[config.mk]
export PLATFORM = sky130hd
export DESIGN_NAME = csp_rr_merge_flat
export DESIGN_NICKNAME = d
export VERILOG_FILES = /design/src/rtl/csp_rr_merge_pkg.sv /design/src/rtl/csp_rr_merge_if.sv /design/src/rtl/csp_rr_merge_pick.sv /design/src/rtl/csp_rr_merge.sv /design/src/flat_wrapper.sv
export SDC_FILE = /design/constraint.sdc
export NUM_CORES = 1
export LEC_CHECK = 0
export ABC_AREA = 1
export BUFFER_PORTS_ARGS = -buffer_cell sky130_fd_sc_hd__buf_2
export CORE_ASPECT_RATIO = 1.2
export CORE_UTILIZATION = 45
export CTS_CLUSTER_DIAMETER = 40
export DETAILED_ROUTE_END_ITERATION = 6
export PLACE_DENSITY = 0.77
export SLEW_MARGIN = 10
export SYNTH_ARGS = -nofsm -noshare
export SYNTH_HDL_FRONTEND = slang
export SYNTH_SLANG_ARGS = --single-unit
[constraint.sdc]
create_clock -name clk -period 5.45 [get_ports clk]
set_input_delay 0.8175 -clock clk [delete_from_list [all_inputs] [get_ports clk]]
set_output_delay 0.8175 -clock clk [all_outputs]
set_load 0.01 [all_outputs]
[src/rtl/csp_rr_merge_pkg.sv]
// Shared types and helpers for the round-robin CSP merge controller.
package csp_arb_pkg;

  typedef enum logic [1:0] {
    ST_IDLE    = 2'd0,
    ST_OUT_REQ = 2'd1,
    ST_OUT_RTZ = 2'd2,
    ST_IN_ACK  = 2'd3
  } arb_state_t;

  // Widest index the helper handles (N_IN up to 8).
  localparam int unsigned PTR_W = 3;

  // Round-robin successor of g among n inputs, wrapping explicitly at n.
  function automatic logic [PTR_W-1:0] next_ptr(input logic [PTR_W-1:0] g,
                                                input int unsigned       n);
    logic [PTR_W:0] inc;
    inc = {1'b0, g} + (PTR_W+1)'(1);
    return (32'(inc) >= n) ? '0 : inc[PTR_W-1:0];
  endfunction

endpackage

[src/rtl/csp_rr_merge_if.sv]
// Bundle of the N input channels and the shared output channel of the merge.
interface csp_rr_merge_if #(
  parameter int unsigned N_IN = 4,
  parameter int unsigned W    = 1
);
  localparam int unsigned GW = $clog2(N_IN);

  logic [N_IN-1:0]   in_req;
  logic [N_IN*W-1:0] in_data;
  logic [N_IN-1:0]   in_ack;
  logic              out_req;
  logic [W-1:0]      out_data;
  logic              out_ack;
  logic [GW-1:0]     grant;
  logic              busy;

  // slave: the merge block itself; master: the surrounding senders and sink.
  modport slave (
    input  in_req, in_data, out_ack,
    output in_ack, out_req, out_data, grant, busy
  );
  modport master (
    output in_req, in_data, out_ack,
    input  in_ack, out_req, out_data, grant, busy
  );
endinterface

[src/rtl/csp_rr_merge_pick.sv]
// Combinational round-robin picker: rotate by ptr, priority encode, rotate back.
module rr_pick #(
  parameter int unsigned N_IN = 4
) (
  input  logic [N_IN-1:0]         req,
  input  logic [$clog2(N_IN)-1:0] ptr,
  output logic                    valid,
  output logic [$clog2(N_IN)-1:0] idx
);
  localparam int unsigned GW = $clog2(N_IN);

  logic [2*N_IN-1:0] dbl;
  logic [N_IN-1:0]   rot;
  logic [GW-1:0]     off;
  logic [GW:0]       sum;

  always_comb begin
    dbl   = {req, req};
    rot   = N_IN'(dbl >> ptr);
    off   = '0;
    valid = 1'b0;
    // Scan high to low so the lowest rotated position (closest to ptr) wins.
    for (int i = N_IN - 1; i >= 0; i--) begin
      if (rot[i]) begin
        off   = GW'(i);
        valid = 1'b1;
      end
    end
    sum = (GW+1)'(ptr) + (GW+1)'(off);
    idx = (sum >= (GW+1)'(N_IN)) ? GW'(sum - (GW+1)'(N_IN)) : GW'(sum);
  end

endmodule

[src/rtl/csp_rr_merge.sv]
// Round-robin merge of N_IN 4-phase CSP input channels onto one shared output channel.
module csp_rr_merge
  import csp_arb_pkg::*;
#(
  parameter int unsigned N_IN = 4,
  parameter int unsigned W    = 1
) (
  input logic           clk,
  input logic           reset,
  csp_rr_merge_if.slave ch
);
  localparam int unsigned GW = $clog2(N_IN);

  arb_state_t      state, state_d;
  logic [GW-1:0]   grant, grant_d;
  logic [GW-1:0]   ptr, ptr_d;
  logic            out_req, out_req_d;
  logic [W-1:0]    out_data, out_data_d;
  logic [N_IN-1:0] in_ack, in_ack_d;
  logic            busy, busy_d;
  logic            pick_valid;
  logic [GW-1:0]   pick_idx;

  rr_pick #(.N_IN(N_IN)) u_pick (
    .req   (ch.in_req),
    .ptr   (ptr),
    .valid (pick_valid),
    .idx   (pick_idx)
  );

  // All outputs and the pointer are registered; the reset aborts any transfer in flight.
  always_ff @(posedge clk or negedge reset) begin
    if (!reset) begin
      state    <= ST_IDLE;
      grant    <= '0;
      ptr      <= '0;
      out_req  <= 1'b0;
      out_data <= '0;
      in_ack   <= '0;
      busy     <= 1'b0;
    end else begin
      state    <= state_d;
      grant    <= grant_d;
      ptr      <= ptr_d;
      out_req  <= out_req_d;
      out_data <= out_data_d;
      in_ack   <= in_ack_d;
      busy     <= busy_d;
    end
  end

  // The input ack is only raised once the output handshake has returned to zero.
  always_comb begin
    state_d    = state;
    grant_d    = grant;
    ptr_d      = ptr;
    out_req_d  = out_req;
    out_data_d = out_data;
    in_ack_d   = in_ack;
    unique case (state)
      ST_IDLE: begin
        if (pick_valid) begin
          grant_d    = pick_idx;
          out_data_d = ch.in_data[pick_idx*W +: W];
          out_req_d  = 1'b1;
          state_d    = ST_OUT_REQ;
        end
      end
      ST_OUT_REQ: begin
        if (ch.out_ack) begin
          out_req_d = 1'b0;
          state_d   = ST_OUT_RTZ;
        end
      end
      ST_OUT_RTZ: begin
        if (!ch.out_ack) begin
          in_ack_d        = '0;
          in_ack_d[grant] = 1'b1;
          state_d         = ST_IN_ACK;
        end
      end
      ST_IN_ACK: begin
        if (!ch.in_req[grant]) begin
          in_ack_d = '0;
          ptr_d    = GW'(next_ptr(PTR_W'(grant), N_IN));
          state_d  = ST_IDLE;
        end
      end
      default: state_d = ST_IDLE;
    endcase
    busy_d = (state_d != ST_IDLE);
  end

  assign ch.grant    = grant;
  assign ch.out_req  = out_req;
  assign ch.out_data = out_data;
  assign ch.in_ack   = in_ack;
  assign ch.busy     = busy;

endmodule

[src/flat_wrapper.sv]
// flat-port wrapper written by rule: the top's interface ports become plain ports
module csp_rr_merge_flat import csp_arb_pkg::*;
#(
  parameter int unsigned N_IN = 4,
  parameter int unsigned W    = 1
)
  (clk, reset, ch_in_req, ch_in_data, ch_out_ack, ch_in_ack, ch_out_req, ch_out_data, ch_grant, ch_busy);
  csp_rr_merge_if #(.N_IN(N_IN), .W(W)) ch_i ();
  input logic clk;
  input logic reset;
  input wire logic [$bits(ch_i.in_req)-1:0] ch_in_req;
  input wire logic [$bits(ch_i.in_data)-1:0] ch_in_data;
  input wire logic [$bits(ch_i.out_ack)-1:0] ch_out_ack;
  output wire logic [$bits(ch_i.in_ack)-1:0] ch_in_ack;
  output wire logic [$bits(ch_i.out_req)-1:0] ch_out_req;
  output wire logic [$bits(ch_i.out_data)-1:0] ch_out_data;
  output wire logic [$bits(ch_i.grant)-1:0] ch_grant;
  output wire logic [$bits(ch_i.busy)-1:0] ch_busy;
  assign ch_i.in_req = ch_in_req;
  assign ch_i.in_data = ch_in_data;
  assign ch_i.out_ack = ch_out_ack;
  assign ch_in_ack = ch_i.in_ack;
  assign ch_out_req = ch_i.out_req;
  assign ch_out_data = ch_i.out_data;
  assign ch_grant = ch_i.grant;
  assign ch_busy = ch_i.busy;
  csp_rr_merge #(.N_IN(N_IN), .W(W)) u_core (.clk(clk), .reset(reset), .ch(ch_i));
endmodule
* Word-level counts from Yosys, hierarchy flattened *
Index checks and enable logic that the tools add are counted.

word-level totals
  flip-flop bits (word level) = 13
  input port bits = 11
  output and inout bits = 9
  word-level logic and storage cells = 58

operators by class
  $add $sub $neg = 3
  magnitude comparators = 4
  equal/unequal tests = 7
  shift operators = 2
  muxes and demuxes = 25
  bitwise gates (word level) = 1
  reductions and logical operators = 9

operators by type and width
  operator                                                               count
  2-bit two-way mux                                                      10
  1-bit two-way mux                                                      8
  4-bit two-way mux                                                      2
  2-bit case mux with 4 select lines                                     1
  4-bit case mux with 2 select lines                                     1
  8-bit by 2-bit right shift with 4-bit output                           1
  3-bit >= comparator, second input constant                             2
  2-bit != test, second input constant                                   3
  3-bit AND reduction                                                    2
  2-bit nonzero test                                                     3
  2-bit == test, second input constant                                   2
  2-bit AND reduction                                                    2
  4-bit by 3-bit variable part select with 1-bit output                  1
  2-bit by 1-bit adder with 3-bit output, second input constant          1
  2-bit by 2-bit adder with 3-bit output                                 1
  2-bit by 3-bit < comparator with 1-bit output, second input constant   1
  1-bit binary-select mux with 2-bit select                              1
  1-bit demux with 2-bit select                                          1
  2-bit by 1-bit == test with 1-bit output, second input constant        1
  2-bit by 1-bit >= comparator with 1-bit output, second input constant  1
  2-bit zero test                                                        1
  2-bit by 1-bit != test with 1-bit output, second input constant        1
  1-bit case mux with 2 select lines                                     1
  2-bit by 1-bit subtractor with 2-bit output, second input constant     1
  other kinds (2)                                                        2

* Logic depth before layout (Yosys ltp) *
Gate-level depths: netlist of the first run.

  depth after elaboration = 9
  mapped depth = 14
  gate-level depth less buffers = 14

* By module *
From an unflattened synthesis of the first run, not the netlist that was laid out.

second synthesis, totals
  cells, all modules = 116
  area, all modules = 868.3 um^2

by module, submodules not included
  module        times used  cells an instance  area an instance (um^2)  sequential area each (um^2)
  csp_rr_merge  1           81                 703.2                    325.3
  rr_pick       1           35                 165.2                    0.0

* Worst setup path before layout of the first run *
OpenSTA, ideal clock, no wires.

  kind = input to register
  start = input ch_in_req[1]
  end = register u_core.out_data (netlist: u_core.ch.out_data)
  setup time = 117 ps
  arrival time = 1936 ps
  required time = 5333 ps
  setup slack = 3397 ps
  cell stages on the path = 12
  path buffers = 0
  path through = nand2_1 > nand3_1 > nand2_2 > nand3_1 > a21boi_0 > ha_1 > xor2_1 > inv_1 > nand3_1 > nand3_1 > nand3_1 > nand2_1

between the ends
  longest elaborated chain between the ends = 9
  elaborated cells on any way between the ends = 15
  those cells by class = add/sub: 2; order compare: 1; shift: 2; mux: 9; reduce/logical: 1

RTL lines
  what                                                                                       line                     RTL
  start: declaration                                                                         flat_wrapper.sv:11       input wire logic [$bits(ch_i.in_req)-1:0] ch_in_req;
  8-bit by 2-bit right shift with 4-bit output (*)                                           csp_rr_merge_pick.sv:19  rot = N_IN'(dbl >> ptr);
  2-bit two-way mux (4 in a row)                                                             csp_rr_merge_pick.sv:24  if (rot[i]) begin
  2-bit by 2-bit adder with 3-bit output                                                     csp_rr_merge_pick.sv:29  sum = (GW+1)'(ptr) + (GW+1)'(off);
  3-bit >= comparator / 2-bit by 1-bit subtractor with 2-bit output (equally long branches)  csp_rr_merge_pick.sv:30  idx = (sum >= (GW+1)'(N_IN)) ? GW'(sum - (GW+1)'(N_IN)) : GW'(sum);
  2-bit two-way mux                                                                          csp_rr_merge_pick.sv:30
  4-bit by 3-bit variable part select with 1-bit output                                      csp_rr_merge.sv:64       out_data_d = ch.in_data[pick_idx*W +: W];
  end signal: assignment                                                                     csp_rr_merge.sv:46       out_data <= out_data_d;
  end: declaration                                                                           csp_rr_merge.sv:18       logic [W-1:0] out_data, out_data_d;

Mark *: on every way between the ends. The rest lies on a longest branch, timed or not.
A chain may end at the register's enable or synchronous reset.

* Worst setup path in the final report of the first run *
Ends and elaborated chain as after synthesis.

==> results of run 1 <==
## final cells by class
type / count / share of cell area [%]
Sequential cell: 13 / 33.1
Tap cell: 18 / 2.29
Timing Repair Buffer: 19 / 9.67
Inverter: 13 / 4.96
Multi-Input combinational cell: 79 / 47.3
Clock buffer: 4 / 2.67
## power by group through the flow
stage	combinational (mW)	clock [mW]	sequential (mW)
after floorplan	0.267	0	0.193
after global placement	0.346	0	0.188
after detailed placement	0.356	0	0.189
after CTS	0.358	0.0597	0.187
after global routing	0.409	0.0669	0.193
final	0.354	0.0605	0.187
## cell usage in the layout (no fill, tap or decap), drive strengths merged
cell type / instances
nand2: 34
ha: 6
mux2i: 2
o31ai: 2
xor2: 1
inv: 13
o21ai: 9
nand3: 18
dfrtp: 13
buf: 19
clkbuf: 4
nor2: 3
a21boi: 1
a21oi: 3
## worst max path at each step
stage	start	end	slack [ps]	cells after the start
3_3_place_gp	ch_in_req[1]	u_core.ch.out_data	3190	13
3_5_place_dp	ch_in_req[1]	u_core.ch.out_data	3080	13
6_report	ch_in_req[1]	u_core.ch.out_data	3370	13
5_1_grt	ch_in_req[1]	u_core.ch.out_data	3230	13
4_1_cts	ch_in_req[1]	u_core.ch.out_data	3350	13
2_1_floorplan	ch_in_req[1]	u_core.ch.out_data	3400	12
## state kept, by name (all words and copies together), names as in the netlist
signal	count
u_core.ch.busy	1
u_core.ch.grant	2
u_core.ch.in_ack	4
u_core.ch.out_data	1
u_core.ch.out_req	1
u_core.ptr	2
u_core.state	2
## logic make-up after synthesis
family	share of synthesized area [%]
XOR/XNOR	1.04
adder cells (fa/ha/maj)	8.94
AO/OA/AOI/OAI	12.8
flip-flops	38.7
buffers and inverters	5.81
AND/OR/NAND/NOR	30.3
multiplexers	2.38
## metrics by stage
stage	cell area, um^2	hold slack [ps]
after floorplan	840	514
after global placement	957	473
after detailed placement	957	469
after CTS	983	423
after global routing	983	425
final	983	407
## per-layer routing
layer / routed length, um / track usage [%] / vias to the layer above
li1: - / - / 392
met1: 712 / 19.0 / 354
met2: 817 / 34.4 / 15
met3: 61 / 3.70 / 4
met4: 14 / 3.23 / 0
met5: 0 / 0 / -
## worst register-to-register path: cells and delay by family, from the launching register on
kind | cells | cell delay, ps
DFF | 1 | 510
buffers and inverters | 2 | 160
AOI/OAI and AO/OA | 1 | 190
and+or+nand+nor | 8 | 660
adders and majority gates | 1 | 190
xor gates and xnor gates | 1 | 200
==> impl_results.md, run 1 <==
- Synthesized cell area: 840 um^2
- Yosys reg bits: 13
- Least-Margin Pin Slew: roughly 340 ps
- YS warnings: 0
- Die H: roughly 50 um
- Critical path, cell by cell: buf_2, nand2_1, nand3_1, nand2_2, nand3_1, a21boi_0, ha_1, xor2_1, inv_1, nand3_1, nand3_1, nand3_1, nand2_1
- GP Congestion: 0.900
- Worst path buffer plus inverter count: 2
- Hold WC Path Type: in2async
- Setup violators final: 0
- Storage element area: 325 um^2
- Sequential area share after synthesis: slightly below 40%
- Number of buffers added on ports: 19
- Filler instances: 187
- Mean Syn Cell Area: between 7 and 8 um^2
- Total power: approximately 0.6 mW
- CTS max path bufs: 2
- Ys async rst share: 100%
- Share of layout cells above drive strength 1: roughly 27%
- Synth top area cells: dfrtp_1, nand2_1, nand3_1
- Final ANT Viol Nets: 0
- Largest stage delay on the critical path: 200 ps
- First-pass GRT wire length: 2.88 mm
- Largest net degree at the start of global routing: 14
- Count of different cell masters after synthesis: 19
- Internal power: between 0.3 and 0.4 mW
- CTS tree: built
- Cells after synthesis: between 100 and 150
- Critical R2R Launch: u_core.ptr[0]
- Setup_tns: 0 ps
- DP Worst Slack: just over 3000 ps
- Combinational Power Share: approximately 59%
- Pleak: approximately 0.53 nW
- Core ar.: about 0.0017 mm^2
- Critical path class: in2reg
- Die span in x: slightly above 40 um
- Critical Path End Type: flop
- Max-cap violations: 0
- Sw Pwr: about 0.30 mW
- Routed wire length: around 1.6 mm
- Max_slew headroom: just under 80%
- N_diodes: 0
- Crit path DAT: roughly 2300 ps
- Syn_nets: approximately 120
- Worst R2R Path Depth: 13
- DIE AREA: 0.00204 mm^2
- Nets: between 100 and 150
- Routed vias: 765
- Worst Path Max Fanout: 3
- Postcts setup bufs: 0
- Placed cell count: about 140
- # rows: 16
- Gr usage total: 17.6%
- Num ports: 20
- Htree depth: 1
- Max VDD drop: 0.332 mV
- Area grow syn2layout: 17.1%
- Post-synth EDFFs: 0
- Cts hold-fix bufs: 0
- Vias/cell: 5.24
- Unrepaired setup endpoints after global routing: no
- Multi-input gate area: around 470 um^2
- Count leader, synth: nand2_1
- Final hold vios: 0
- Wire per inst: around 11 um
- Status: finished clean
- Min Tclk post-route: 2080 ps
- Largest area contributor in the netlist: dfrtp_1
- Clock Skews: ~1.5 ps
- Area fraction of the dominant cell type after synthesis: between 30% and 40%
- DRC: 0
- CTS Sinks: 13
- Switching Fraction: between 40% and 50%
- Antenna violations before repair: 0
- Post-DP HPWL: ~1.3 mm
- DRT Pass-1 Iters: 4
- Clock slew at reported path FFs: 80 ps
- Startpoint Class: primary input
- Initial Util: ~50%
- CP Data Required Time: around 5600 ps
- Tcrit/Tclk final: a little under two fifths
- Reg2reg end: u_core.ch.out_data
- Final Util: between 50% and 60%
- Cts bufs inserted: 3
- Max-slew violations: 0
- List of most frequent post-synthesis cells: nand2_1, nand3_1, dfrtp_1
- Post-synth top flop: dfrtp_1
- Min setup slack post-route: about 3400 ps
- CP delay by family, top: simple AND/OR/NAND/NOR gates
- Clock share of power: 10.0%
- Vias in the first global route: about 770
- Initial drt markers: 7
- Top cell by count, worst path: nand3_1
- Peak Freq: a little under 0.5 GHz
- PD cells: 612 mW/mm^2
- Clock Latency Late Sink: approximately 280 ps
- Remaining global-route overflow: 0
- Final cell count without fillers: roughly 150
- Slowest CP cell: xor2_1
- Flop-to-flop setup slack: 3440 ps
- CTS root buf: clkbuf_4
- Sequential share of power: roughly 31%
- Cts repair resizes: 0
Power figures use the tool's default switching activity.
==> inputs of run 2 (changes only) <==
==> constraint.sdc (replaced) <==
create_clock -name clk -period 2.09 [get_ports clk]
set_input_delay 0.3135 -clock clk [delete_from_list [all_inputs] [get_ports clk]]
set_output_delay 0.3135 -clock clk [all_outputs]
set_load 0.01 [all_outputs]
==> run 2 against run 1 <==
Utilization is 1.1 points higher. Highest routed layer unchanged. Final area is 1.9% higher. Clock-buffer cell count stayed put. Largest power group unchanged. Total power grew to 2.7 times the previous value. Sequential power grew to 2.6 times the previous value. Global-route usage is 0.85 points higher.
==> impl_results.md, run 2 (synthesis gave the netlist of run 1 again) <==
- Status: finished clean
- CTS tree: built
- DIE AREA: 0.00204 mm^2 (unchanged)
- Critical path, cell by cell: inv_2, nand3_1, nand2_2, nand3_1, a21boi_1, ha_1, xor2_2, inv_1, nand3_1, nand3_1, nand3_1, nand2_1
- DRC: 0 (unchanged)
- Switching Fraction: 50.1% (+0.42 points)
- Worst Hold Margin: 359 ps (-48.1 ps)
- Max_slew headroom: 77.1% (-0.46 points)
- Setup_tns: 0 ps (unchanged)
- # rows: 16 (unchanged)
- Num ports: 20 (unchanged)
- Worst Path Max Fanout: 6 (+3)
- Peak Freq: roughly 0.52 GHz
- Largest stage delay on the critical path: 490 ps (+290 ps)
- Flop-to-flop setup slack: 170 ps (-3270 ps)
- Die span in x: 41.4 um (unchanged)
- Unrepaired setup endpoints after global routing: no
- Clock slew at reported path FFs: 90 ps (about the same)
- Clock Skews: 8.89 ps (+7.35 ps)
- Htree depth: 1 (unchanged)
- Met3 Track Usage GR: 3.70% (unchanged)
- Largest net degree at the start of global routing: 14 (unchanged)
- Crit path DAT: 2090 ps (-170 ps)
- CTS Sinks: 13 (unchanged)
- Met1 GRT Util: 19.0% (unchanged)
- Cts bufs inserted: 3 (unchanged)
- Pleak: 0.539 nW (+0.88%)
- Routed vias: 778 (+1.7%)
- Max VDD drop: 0.863 mV (+160%)
- Nets: 147 (+0.68%)
- Commonest non-fill, non-tap cell in the layout: nand2_1
- Max FFs per register: 4 (unchanged)
- Slowest CP cell: dfrtp_1
- Wire per inst: 11.8 um (+7.2%)
- DRT Pass-1 Iters: 4 (unchanged)
- Setup violators final: 0 (unchanged)
- Most frequent cells in the layout: nand2_1, buf_2, nand3_1, dfrtp_1, inv_1
- Final hold vios: 0 (unchanged)
- Core ar.: 0.00168 mm^2 (unchanged)
- Postcts setup bufs: 0 (unchanged)
- N_diodes: 0 (unchanged)
- Sequential share of power: 30.6% (-0.5 points)
- CP Data Required Time: 2270 ps (-3360 ps)
- Hold WC Path Type: in2reg
- GRT Max-Usage Layer: met2
- Least-Margin Pin Slew: 343 ps (+6.85 ps)
- CTS root buf: clkbuf_4
- Combinational Power Share: 59.4% (+0.6 points)
- Max-slew violations: 0 (unchanged)
- Clock share of power: 10.0% (about the same)
- Vias in the first global route: 704 (-8.5%)
- Internal power: 0.803 mW (+170%)
- Startpoint Class: flop
- PD cells: 1610 mW/mm^2 (+160%)
- Remaining global-route overflow: 0 (unchanged)
- M2 GR Usage: 33.3% (-1.0 points)
- Number of buffers added on ports: 19 (unchanged)
- Clock Latency Late Sink: 290 ps (about the same)
- Max-cap violations: 0 (unchanged)
- Share of layout cells above drive strength 1: 28.7% (+1.3 points)
- Reg with most FFs: u_core.ch.in_ack
- Gr usage total: 18.4% (+0.85 points)
- Post-DP HPWL: 1.33 mm (+3.8%)
- Routed wire length: 1.73 mm (+7.9%)
- Critical Path End Type: flop
- Initial drt markers: 15 (+8)
- Critical path class: reg2reg
- Min Tclk post-route: between 1500 and 2000 ps
- Antenna violations before repair: 0 (unchanged)
- GP Congestion: 0.794 (-12%)
- Initial Util: 49.9% (unchanged)
- Top cell by count, worst path: nand3_1
- Die H: 49.3 um (unchanged)
- Filler instances: 150 (-20%)
- First-pass GRT wire length: 2.82 mm (-2.1%)
- Sw Pwr: 0.807 mW (+170%)
- CTS max path bufs: 2 (unchanged)
- Vias/cell: 5.29 (+1.0%)
- Final ANT Viol Nets: 0 (unchanged)
- Tcrit/Tclk final: 91.7%
- Area grow syn2layout: 19.4%
## run 2: repair_timing
| action | 4_1_cts | 5_1_grt |
|---|---|---|
| hold buffers | 1 | 0 |
| endpoints found under the hold margin | 13 | 0 |
| gates resized for setup | 0 | 3 |
| endpoints found under the setup margin | 0 | 2 |
## run 2: final timing paths
kind,from,to,cells after the start
setup / recovery,u_core.ptr[1],u_core.ch.out_data,12
hold / removal,ch_in_data[2],u_core.ch.out_data,5
setup reg to reg,u_core.ptr[1],u_core.ch.out_data,12
hold reg to reg,u_core.ch.out_data,u_core.ch.out_data,2
max in group asynchronous,reset,u_core.ptr[0],2
min in group asynchronous,reset,u_core.ch.in_ack[3],2
## run 2: final cells by class
type | count | area [um^2] | area share, %
multi-input combinational | 79 | 473 | 47.2
sequential | 13 | 327 | 32.6
timing repair buffer | 20 | 105 | 10.5
inverter | 13 | 48.8 | 4.87
clock buffer | 4 | 26.3 | 2.62
tap | 18 | 22.5 | 2.25
## run 2: power groups by stage
stage	registers, mW	logic [mW]	clock network (mW)
6_report	0.493	0.956	0.162
3_5_place_dp	0.491	0.940	0
2_1_floorplan	0.504	0.695	0
3_3_place_gp	0.488	0.909	0
4_1_cts	0.487	0.946	0.163
5_1_grt	0.508	1.08	0.174
## run 2: layer usage
layer  up-vias  part of all wire, %
met2        24                   51
met5         -                    0
met4         0                  2.7
li1        392                    -
met3         4                  5.4
met1       358                   41
## run 2: stage by stage
stage	worst slack (ps)	instances	total power, mW	util [%]	area [um^2]
final	173	147	1.61	59.6	1000
after global routing	5.30	147	1.77	59.6	1000
after CTS	125	147	1.60	59.1	993
after detailed placement	151	142	1.43	56.9	957
after global placement	245	142	1.40	56.9	957
after floorplan	375	105	1.20	-	840
## run 2: critical path: cells and delay by family (launching register included)
family,cells,cell delay [ps]
XOR/XNOR,1,180
flip-flops,1,490
adder cells (fa/ha/maj),1,210
buffers and inverters,2,210
AO/OA/AOI/OAI,1,150
AND/OR/NAND/NOR,7,570
==> inputs of run 3 (changes only) <==
--- a/config.mk
+++ b/config.mk
@@ -11,7 +11,7 @@
 export CORE_UTILIZATION = 45
 export CTS_CLUSTER_DIAMETER = 40
 export DETAILED_ROUTE_END_ITERATION = 6
-export PLACE_DENSITY = 0.77
+export PLACE_DENSITY = 0.65
 export SLEW_MARGIN = 10
 export SYNTH_ARGS = -nofsm -noshare
 export SYNTH_HDL_FRONTEND = slang
==> run 3 against run 2 <==
Global-route usage is 0.34 points lower. Critical path type unchanged. Non-clock buffer count rose by 2. Wire length shrank 5.4%. Highest routed layer is now met3. Total power increased by 1.3%. Clock skew fell by 6.6 ps. Flip-flop and latch count unchanged. Cell count grew 1.4%.
==> impl_results.md, run 3 (synthesis gave the netlist of run 1 again) <==
- Status: finished clean
- Filler instances: 161 (+7.3%)
- CTS max path bufs: 2 (unchanged)
- Max-slew violations: 0 (unchanged)
- DIE AREA: 0.00204 mm^2 (unchanged)
- GP Congestion: 0.699 (-12%)
- Flop-to-flop setup slack: 260 ps (+80 ps)
- CTS root buf: clkbuf_4
- Placed cell count: 142 (unchanged)
- Worst path buffer plus inverter count: 1 (-1)
- Final hold vios: 0 (unchanged)
- Sequential share of power: 30.2% (-0.4 points)
- Worst Path Max Fanout: 6 (unchanged)
- Routed vias: 769 (-1.2%)
- Tcrit/Tclk final: 87.7% (-4.0 points)
- Max FFs per register: 4 (unchanged)
- Finished Cell Area: 0.00102 mm^2 (+1.9%)
- Nets: 149 (+1.4%)
- Critical Path End Type: flop
- Peak Freq: 0.546 GHz (+4.6%)
- Number of buffers added on ports: 19 (unchanged)
- Largest stage delay on the critical path: 450 ps (-40 ps)
- Reg with most FFs: u_core.ch.in_ack
- Clock slew at reported path FFs: 80 ps (about the same)
- Die span in x: 41.4 um (unchanged)
- Wire per inst: 11.0 um (-6.6%)
- Combinational Power Share: 60.6% (+1.2 points)
- CTS tree: built
- Core ar.: 0.00168 mm^2 (unchanged)
- CP delay by family, top: simple AND/OR/NAND/NOR gates
- Setup_tns: 0 ps (unchanged)
- Slowest CP cell: dfrtp_2
- Worst R2R Path Depth: 10 (-2)
- Vias in the first global route: 736 (+4.5%)
- Area post-placement: 957 um^2 (unchanged)
- Setup violators final: 0 (unchanged)
- Commonest non-fill, non-tap cell in the layout: nand2_1
- # rows: 16 (unchanged)
- Hold WC Path Type: in2reg
- Internal power: 0.836 mW (+4.1%)
- Max_slew headroom: 77.3% (+0.18 points)
- Reg2reg end: u_core.ch.out_data
- Largest net degree at the start of global routing: 14 (unchanged)
- Top cell by count, worst path: nand3_1
- Worst Hold Margin: 374 ps (+14.3 ps)
- Final ANT Viol Nets: 0 (unchanged)
- Initial Util: 49.9% (unchanged)
- Vias/cell: 5.16 (-2.5%)
- Critical path, cell by cell: buf_4, nand2_1, nand3_1, nand3_1, a21boi_1, ha_2, mux2i_1, nand3_1, nand3_1, nand2_1
- Gr usage total: 18.1% (-0.34 points)
- Worst Hold Path Cells: 5 (unchanged)
- Storage element area: 328 um^2 (+0.38%)
- Crit. Startpoint: u_core.ptr[0]
- Hold EP: u_core.ch.out_data
- Critical R2R Launch: u_core.ptr[0]
- Clock Latency Late Sink: 270 ps (-20 ps)
- Num ports: 20 (unchanged)
- Sw Pwr: 0.795 mW (-1.5%)
- Die H: 49.3 um (unchanged)
- Crit path DAT: 2000 ps (-90 ps)
- Htree depth: 1 (unchanged)
- Least-Margin Pin Slew: 341 ps (-2.70 ps)
- Final cell count without fillers: 149 (+1.4%)
- Share of layout cells above drive strength 1: 31.3% (+2.6 points)
- DRC: 0 (unchanged)
- Unrepaired setup endpoints after global routing: no
- PD cells: 1600 mW/mm^2 (-0.57%)
- Remaining global-route overflow: 0 (unchanged)
- Routed wire length: 1.64 mm (-5.4%)
- Cts bufs inserted: 3 (unchanged)
- Max VDD drop: 0.911 mV (+5.6%)
- Crit path depth: 10 (-2)
- Area grow syn2layout: 21.6%
- Clock Skews: 2.24 ps (-6.65 ps)
- CTS Sinks: 13 (unchanged)
- Multi-input gate area: 475 um^2 (+0.53%)
- DRT Pass-1 Iters: 4 (unchanged)
- N_diodes: 0 (unchanged)
- Worst hold start: ch_in_data[2]
- Startpoint Class: flop
- First-pass GRT wire length: 2.91 mm (+3.2%)
- Post-DP HPWL: 1.29 mm (-3.4%)
- Switching Fraction: 48.7% (-1.4 points)
- Antenna violations before repair: 0 (unchanged)
- Critical path class: reg2reg
- Max-cap violations: 0 (unchanged)
- Min Tclk post-route: 1830 ps (-83.7 ps)
- CP Data Required Time: 2250 ps (-20 ps)
- Most frequent cells in the layout: nand2_1, buf_2, nand3_1, dfrtp_1, inv_1
- Clock share of power: 9.2% (-0.8 points)
- Initial drt markers: 11 (-4)
- Pleak: 0.546 nW (+1.3%)
run 3: changes by cell type in the layout (fill, tap and decap cells not counted):
cell	change
buf_4	+2
dfrtp_1	-1
ha_2	+1
ha_1	-1
dfrtp_2	+1
run 3: worst max path at each step:
stage / to / slack [ps]
CTS: u_core.ch.out_data / 110
floorplan: u_core.ch.out_data / 380
finish: u_core.ch.out_data / 260
global placement: u_core.ch.out_data / 220
detailed placement: u_core.ch.out_data / 140
global route: u_core.ch.out_data / 50
run 3: area by class of cell:
class / count / share of cell area [%]
Multi-Input combinational cell: 79 / 46.6
Sequential cell: 13 / 32.1
Timing Repair Buffer: 22 / 11.8
Inverter: 13 / 4.78
Clock buffer: 4 / 2.57
Tap cell: 18 / 2.21
run 3: per-stage QoR:
stage,setup slack (ps),total power [mW],util [%]
3_5_place_dp,136,1.43,56.9
2_1_floorplan,375,1.20,-
6_report,257,1.63,60.7
4_1_cts,114,1.59,59.1
3_3_place_gp,220,1.40,56.9
5_1_grt,50.0,1.80,60.7
run 3: power by group through the flow:
| stage | clock network, mW | logic [mW] | registers (mW) |
|---|---|---|---|
| 2_1_floorplan | 0 | 0.695 | 0.504 |
| 3_3_place_gp | 0 | 0.907 | 0.492 |
| 3_5_place_dp | 0 | 0.934 | 0.493 |
| 4_1_cts | 0.151 | 0.949 | 0.489 |
| 5_1_grt | 0.166 | 1.13 | 0.508 |
| 6_report | 0.151 | 0.988 | 0.492 |
run 3: repair_timing:
item                                   CTS  global route
setup buffers                            0             2
gates resized for setup                  0             5
endpoints found under the hold margin   13             0
setup endpoints to repair                0             2
hold buffers                             1             0
run 3: worst register-to-register path: cells and delay by family (launching register included):
kind | cells | cell delay (ps)
flops | 1 | 450
mux | 1 | 190
compound gates | 1 | 60
simple gates | 6 | 510
buf+inv | 1 | 150
fa+ha+maj | 1 | 360
run 3: per-layer routing:
metal	GRT usage [%]	part of all wire (%)
met3	3.70	2.9
met2	34.9	54
met1	18.7	43
met4	6.45	0
met5	0	0
